==> config.mk <==
export PLATFORM = sky130hd
export DESIGN_NAME = control_sequencer
export DESIGN_NICKNAME = d
export VERILOG_FILES = /design/src/rtl/control_sequencer.sv
export SDC_FILE = /design/constraint.sdc
export NUM_CORES = 1
export LEC_CHECK = 0
export CORE_UTILIZATION = 33
export DETAILED_ROUTE_END_ITERATION = 12
export GPL_TIMING_DRIVEN = 1
export PLACE_DENSITY = 0.87
export SETUP_SLACK_MARGIN = 0.3
export SLEW_MARGIN = 20
export SYNTH_ARGS = -nofsm -noshare
export SYNTH_HDL_FRONTEND = slang
export SYNTH_SLANG_ARGS = --single-unit
==> constraint.sdc <==
create_clock -name Clock -period 1.6 [get_ports Clock]
set_input_delay 0.16 -clock Clock [delete_from_list [all_inputs] [get_ports Clock]]
set_output_delay 0.16 -clock Clock [all_outputs]
set_load 0.03 [all_outputs]
==> src/rtl/control_sequencer.sv <==
// Hardwired control unit for the Phase-1 CPU datapath.
// Steps the fetch phases (T0-T2) and the execute phases (T3-T5) of
// 3-register ALU instructions and drives every datapath strobe plus the
// select-and-encode controls. Outputs are decoded from the current state.
// The only exceptions are T3, which is gated by the opcode class, and
// Alu_op in T4, which passes the opcode straight through.
module control_sequencer #(
  parameter int CNT_W = 16
) (
  input  logic             Clock,
  input  logic             Reset,
  input  logic             Run,
  input  logic             Mem_ready,
  input  logic [31:0]      IR,
  output logic             PCout,
  output logic             MARin,
  output logic             IncPC,
  output logic             Zin,
  output logic             Zlowout,
  output logic             PCin,
  output logic             Read,
  output logic             MDRin,
  output logic             MDRout,
  output logic             IRin,
  output logic             Yin,
  output logic             Gra,
  output logic             Grb,
  output logic             Grc,
  output logic             Rin,
  output logic             Rout,
  output logic [4:0]       Alu_op,
  output logic             Illegal,
  output logic             Halted,
  output logic [CNT_W-1:0] Instr_count
);

  typedef enum logic [2:0] {
    ST_IDLE,
    ST_T0,
    ST_T1,
    ST_T2,
    ST_T3,
    ST_T4,
    ST_T5,
    ST_HALT
  } state_t;

  localparam logic [4:0] OP_NOP  = 5'b11010;
  localparam logic [4:0] OP_HALT = 5'b11011;

  state_t           state_reg, state_next;
  logic [CNT_W-1:0] count_reg, count_next;

  logic [4:0]  opcode;
  logic [31:0] alu_table;
  logic        is_alu;
  logic        is_nop;
  logic        is_halt;
  logic        unused_ir;

  assign opcode    = IR[31:27];
  // The register fields are decoded by select-and-encode, not by this block.
  assign unused_ir = ^IR[26:0];

  // One entry per opcode value: set for the ALU group add..shl (00011..01011).
  for (genvar gi = 0; gi < 32; gi++) begin : g_alu_table
    assign alu_table[gi] = (gi >= 3) && (gi <= 11);
  end

  assign is_alu  = alu_table[opcode];
  assign is_nop  = (opcode == OP_NOP);
  assign is_halt = (opcode == OP_HALT);

  assign Instr_count = count_reg;

  // State and retired-instruction counter. Reset has priority over everything.
  always_ff @(posedge Clock) begin
    if (Reset) begin
      state_reg <= ST_IDLE;
      count_reg <= '0;
    end else begin
      state_reg <= state_next;
      count_reg <= count_next;
    end
  end

  // Next-state, retire counting and state-decoded strobes.
  always_comb begin
    state_next = state_reg;
    count_next = count_reg;
    PCout      = 1'b0;
    MARin      = 1'b0;
    IncPC      = 1'b0;
    Zin        = 1'b0;
    Zlowout    = 1'b0;
    PCin       = 1'b0;
    Read       = 1'b0;
    MDRin      = 1'b0;
    MDRout     = 1'b0;
    IRin       = 1'b0;
    Yin        = 1'b0;
    Gra        = 1'b0;
    Grb        = 1'b0;
    Grc        = 1'b0;
    Rin        = 1'b0;
    Rout       = 1'b0;
    Alu_op     = 5'b0;
    Illegal    = 1'b0;
    Halted     = 1'b0;

    case (state_reg)
      ST_IDLE: begin
        if (Run) state_next = ST_T0;
      end

      // Send PC to MAR and start PC+1 in Z.
      ST_T0: begin
        PCout      = 1'b1;
        MARin      = 1'b1;
        IncPC      = 1'b1;
        Zin        = 1'b1;
        state_next = ST_T1;
      end

      // Write PC+1 back and hold the memory read until the data is valid.
      ST_T1: begin
        Zlowout = 1'b1;
        PCin    = 1'b1;
        Read    = 1'b1;
        MDRin   = 1'b1;
        if (Mem_ready) state_next = ST_T2;
      end

      ST_T2: begin
        MDRout     = 1'b1;
        IRin       = 1'b1;
        state_next = ST_T3;
      end

      // Decode. Only ALU ops continue; nop and illegal opcodes retire here,
      // and halt retires into the HALT state.
      ST_T3: begin
        if (is_alu) begin
          Grb        = 1'b1;
          Rout       = 1'b1;
          Yin        = 1'b1;
          state_next = ST_T4;
        end else if (is_halt) begin
          count_next = count_reg + CNT_W'(1);
          state_next = ST_HALT;
        end else begin
          Illegal    = ~is_nop;
          count_next = count_reg + CNT_W'(1);
          state_next = Run ? ST_T0 : ST_IDLE;
        end
      end

      ST_T4: begin
        Grc        = 1'b1;
        Rout       = 1'b1;
        Zin        = 1'b1;
        Alu_op     = opcode;
        state_next = ST_T5;
      end

      // Write the result to Ra and retire.
      ST_T5: begin
        Zlowout    = 1'b1;
        Gra        = 1'b1;
        Rin        = 1'b1;
        count_next = count_reg + CNT_W'(1);
        state_next = Run ? ST_T0 : ST_IDLE;
      end

      ST_HALT: begin
        Halted = 1'b1;
      end

      default: begin
        state_next = ST_IDLE;
      end
    endcase
  end

endmodule

# After elaboration in Yosys (flattened, before gate mapping)
# Memories as Yosys holds them, arrays and structs flattened.
# Index checks and enable logic that the tools add are counted.
totals:
  reg_bits: 19
  mem_bits_ro: 32
  inputBits: 36
  out_inout_bits: 39
  elab_cells: 49
  n_memories: 1
classes:
  addsub: 1
  order_cmp: 1
  eq_ne: 12
  mux: 24
  bitwise: 1
  n_reduce_logical: 7
memory_table:
  columns: ["memory", "words", "word_bits", "rd", "rd_ports_with_merged_regs", "wr", "line", "rtl"]
  rows:
  - ["(no name shown)", 32, 1, 1, 0, 0, "70", "assign is_alu = alu_table[opcode];"]
ops:
  columns: ["cell", "n"]
  rows:
  - ["case mux 16 bit (2 select lines)", 1]
  - ["case mux 3 bit (7 select lines)", 1]
  - ["adder 16 x 1 -> 16 bit (second input constant)", 1]
  - ["two-way mux 16 bit", 1]
  - ["two-way mux 1 bit", 15]
  - ["equality test 3 bit (second input constant)", 4]
  - ["two-way mux 3 bit", 4]
  - ["equality test 5 bit (second input constant)", 2]
  - ["nonzero test 7 bit", 1]
  - ["equality test 3 x 2 -> 1 bit (second input constant)", 2]
  - ["< comparator 5 x 6 -> 1 bit (second input constant)", 1]
  - ["inequality test 2 bit (second input constant)", 3]
  - ["two-way mux 5 bit", 1]
  - ["OR reduction 2 bit", 2]
  - ["equality test 3 x 1 -> 1 bit (second input constant)", 1]
  - ["zero test 3 bit", 1]
  - ["AND reduction 3 bit", 1]
  - ["case mux 1 bit (2 select lines)", 1]
  - ["AND reduction 2 bit", 1]
  - ["nonzero test 2 bit", 1]
  - ["NOT 1 bit", 1]

# Depth between registers and ports, before layout
logic_depth:
  depth_word: 5
  ltp_mapped: 5
  depth_no_buf: 5

# Worst setup path after synthesis
# Ideal clock, no wire load.
synth_timing:
  path_type: "reg-to-output"
  start: "reg state_reg[0]"
  end: "out MARin"
  arrival_ns: 2.041
  t_required_ns: 1.440
  path_slack_ns: -0.601
  path_stages_with_launch: 5
  n_path_buf: 2
  path_cell_list: "dfxtp_1 clkbuf_1 nor2b_1 nor2b_1 buf_4"
synth_via:
  elab_chain_cells: 2
synth_rtl:
  columns: ["item", "line", "rtl"]
  rows:
  - ["start, declared", "51", "state_t state_reg, state_next;"]
  - ["start signal, assigned", "82", "state_reg <= state_next;"]
  - ["equality test 3 x 1 -> 1 bit", null, null]
  - ["two-way mux 1 bit", null, null]
  - ["end, declared", "16", "output logic MARin,"]
# No other way between the ends.

# Worst setup path after layout
layout_timing:
  start: "reg state_reg[1]"
  end: "out PCin"
layout_via:
  elab_chain_cells: 2
layout_rtl:
  columns: ["item", "line", "rtl"]
  rows:
  - ["equality test 3 x 2 -> 1 bit", "111", "case (state_reg)"]
  - ["two-way mux 1 bit", "111", null]
  - ["end, declared", "20", "output logic PCin,"]
# No other way between the ends.

==> flow_summary.toml <==
[synthesis]
ys_seq_area_share_pct = 32.0
synth_area_per_cell_sq_um = 8.38
synth_cells = 142
yosys.area.top_type = "dfxtp_1"
yosysTopAreaCellShare_pct = 32.0
netlist_top_cells_area = "dfxtp_1 (32%), a21oi_1 (5.5%), buf_4 (4.4%), nor2_1 (4.1%), nor2b_1 (3.7%)"
synthTopCellsByCount = "dfxtp_1 (19), a21oi_1 (13), nor2_1 (13), buf_4 (7), nor2b_1 (7)"
yosysMostFrequentCell = "dfxtp_1"
synth_ff_type = "dfxtp_1"
synth-seq-cells = 19
ys_async_sr_fraction_pct = 0
synth_nets = 179
synth_cell_types = 41
synth_edf_count = 0
netlist_area_sq_um = 1190
synth_warnings = 0

[power]
power.leakage_uw = 0.00105
finalPower_uw = 1390
max-vdd-ir-drop_mv = 0.435
power.density_nw_per_um2 = 572

[sta]
setup_viol = 0
min_period_over_period_pct = 99.3
worstMarginPinSlew_ns = 0.353
relSlewSlack_pct = 76.3
fin_skew_ns = 0.00490
timing.final.hold_violations = 0
min_period_ns = 1.59
max_clock_freq_mhz = 629
rsz0062_at_grt = "true"
tns_ns = 0
slew_viol_final = 0

[clock_network]
cts_max_path_buffers = 2
cts_tree = "done"
clockRootBuffer = "clkbuf_4"
clkSinkCount = 19
clk_pin_slew_worst_paths_ns = 0.12
cts_hold_buf = 0
cts_made_buffers = 3
cts_max_level = 1
worstSkewPairLatency_ns = 0.31

[critical_path]
crit_family = "flip-flops"
worstPathRequired_ns = 1.44
crit_slowest_cell = "dfxtp_4"
cp.arrival_ns = 1.43
endpoint_kind = "output port"
critPathBufInv = 3
worst_path_most_repeated_cell = "buf_6"
crit_chain = "buf_6 -> buf_6 -> nor2b_4 -> nor2b_4 -> buf_6"
r2r_slack_ns = 0.07
cp-start-kind = "flop"
path_max_fanout = 4
worstSetupPathType = "reg -> out"
critPathMaxStageDelay_ns = 0.40

[layout]
n_antenna_cell = 0
largest_register_ffs = 16
areaGrowthSynthToFinish_pct = 104
nets = 266
drive_gt1_share_pct = 65.8
layout.cells.non_filler = 274
final_cell_area_sq_um = 2430

[placed_design]
gp_congestion = 0.796
placed_area_sq_um = 1910
dp.cells = 238
port_buffers = 47
dp_hpwl_mm = 2.33

[die]
die_area_sq_um = 3850
row_count = 21
core_sq_um = 3390
ios = 75
fp.dieW_um = 62.0
die_h_um = 62.0
initial_utilization_pct = 35.1

[route]
wirelength_mm = 4.51
postRouteAntennaNets = 0
via_per_inst = 5.30
drcViolationCount = 0
vias = 1453
avgRoutedWirePerCell_um = 16.5
first_pass_iters = 4
drt_iter0_drc = 108

[global_routing]
grt_pass1_wl_mm = 5.98
grt_overflow = 0
grt_max_degree = 12
grtUsageTotal_pct = 21.3
antenna_found_initial = 0
grt_pass1_vias = 1337

[worst_hold_path]
hp-class = "in -> reg"

[outcome]
outcome = "completed"

[flow_run]
drv_cap = 0
layout by cell type (no fill, tap or decap), types with 2 or more instances in the layout:
master            n
nor4_4            2
or4_1             2
dfxtp_4          11
dfxtp_1           2
and3b_2           2
o31ai_1           5
o211ai_1          3
or3_4             3
clkbuf_4          3
xor2_1            4
buf_8             2
nor2b_1           2
o21ai_0           2
or4_4             3
mux2i_1           2
nor2b_4           5
clkdlybuf4s50_1   3
nand3_1           5
nand2_4           2
nor2_1           11
nand2_1           4
and4_4            2
o21ai_4           2
o21ai_2           3
and2_4            5
buf_6            41
nor2_4            2
dfxtp_2           6
dlygate4sd2_1    10
a21oi_1           7
clkdlybuf4s15_1   6
buf_4            33
a211oi_4          2
a21oi_2           6
per-layer routing:
layer | GRT usage [%] | vias to the layer above | wire [um]
li1 | - | 683 | -
met1 | 24.1 | 713 | 1770
met2 | 38.9 | 44 | 2460
met4 | 10.2 | 0 | 94
met5 | 0 | - | 0
met3 | 3.11 | 13 | 184
stage by stage:
step	hold slack (ns)	setup WS [ns]	utilization, %
floorplan	0.404	0.146	-
global placement	0.488	-0.348	56.4
detailed placement	0.493	-0.415	56.4
CTS	0.454	0.0536	65.7
global route	0.449	-0.0435	71.7
finish	0.438	0.0105	71.7
area by class of cell:
cell class | count | area, sq um
multi-input combinational | 107 | 970
fill | 217 | 961
timing repair buffer | 97 | 942
sequential | 19 | 429
tap | 46 | 57.6
clock buffer | 4 | 26.3
inverter | 1 | 3.75
where the power goes:
part	internal (uW)	leakage (uW)	total, uW	switching [uW]
combinational	324	0.000869	622	298
sequential	475	0.000165	500	25.2
clock	97.5	0.0000150	268	170
total	896	0.00105	1390	494
worst min-delay path, stage by stage:
cell and delay, ns:
clkbuf_2 0.10, buf_6 0.13, nand3_1 0.09, a21oi_1 0.07
o21a_1 0.16
cell families after synthesis:
family | synth area share (%)
adders and majority gates | 1.05
xor gates and xnor gates | 2.94
AOI/OAI and AO/OA | 20.1
DFF | 32.0
buffers and inverters | 7.99
muxes | 3.58
and+or+nand+nor | 32.4
path summary, 6_finish.rpt:
kind,cells past startpoint,start,endpoint
max,5,state_reg[1],PCin
min,5,IR[31],state_reg[2]
max reg2reg,5,Instr_count[1],Instr_count[14]
min reg2reg,2,Instr_count[10],Instr_count[10]
repair_timing:
| action | in CTS | in global routing |
|---|---|---|
| resized for setup | 104 | 49 |
| cloned | 0 | 0 |
| setup buffers | 23 | 9 |
| setup endpoints to repair | 57 | 46 |
| pin swaps | 22 | 9 |
(Power assumes the default switching activity.)
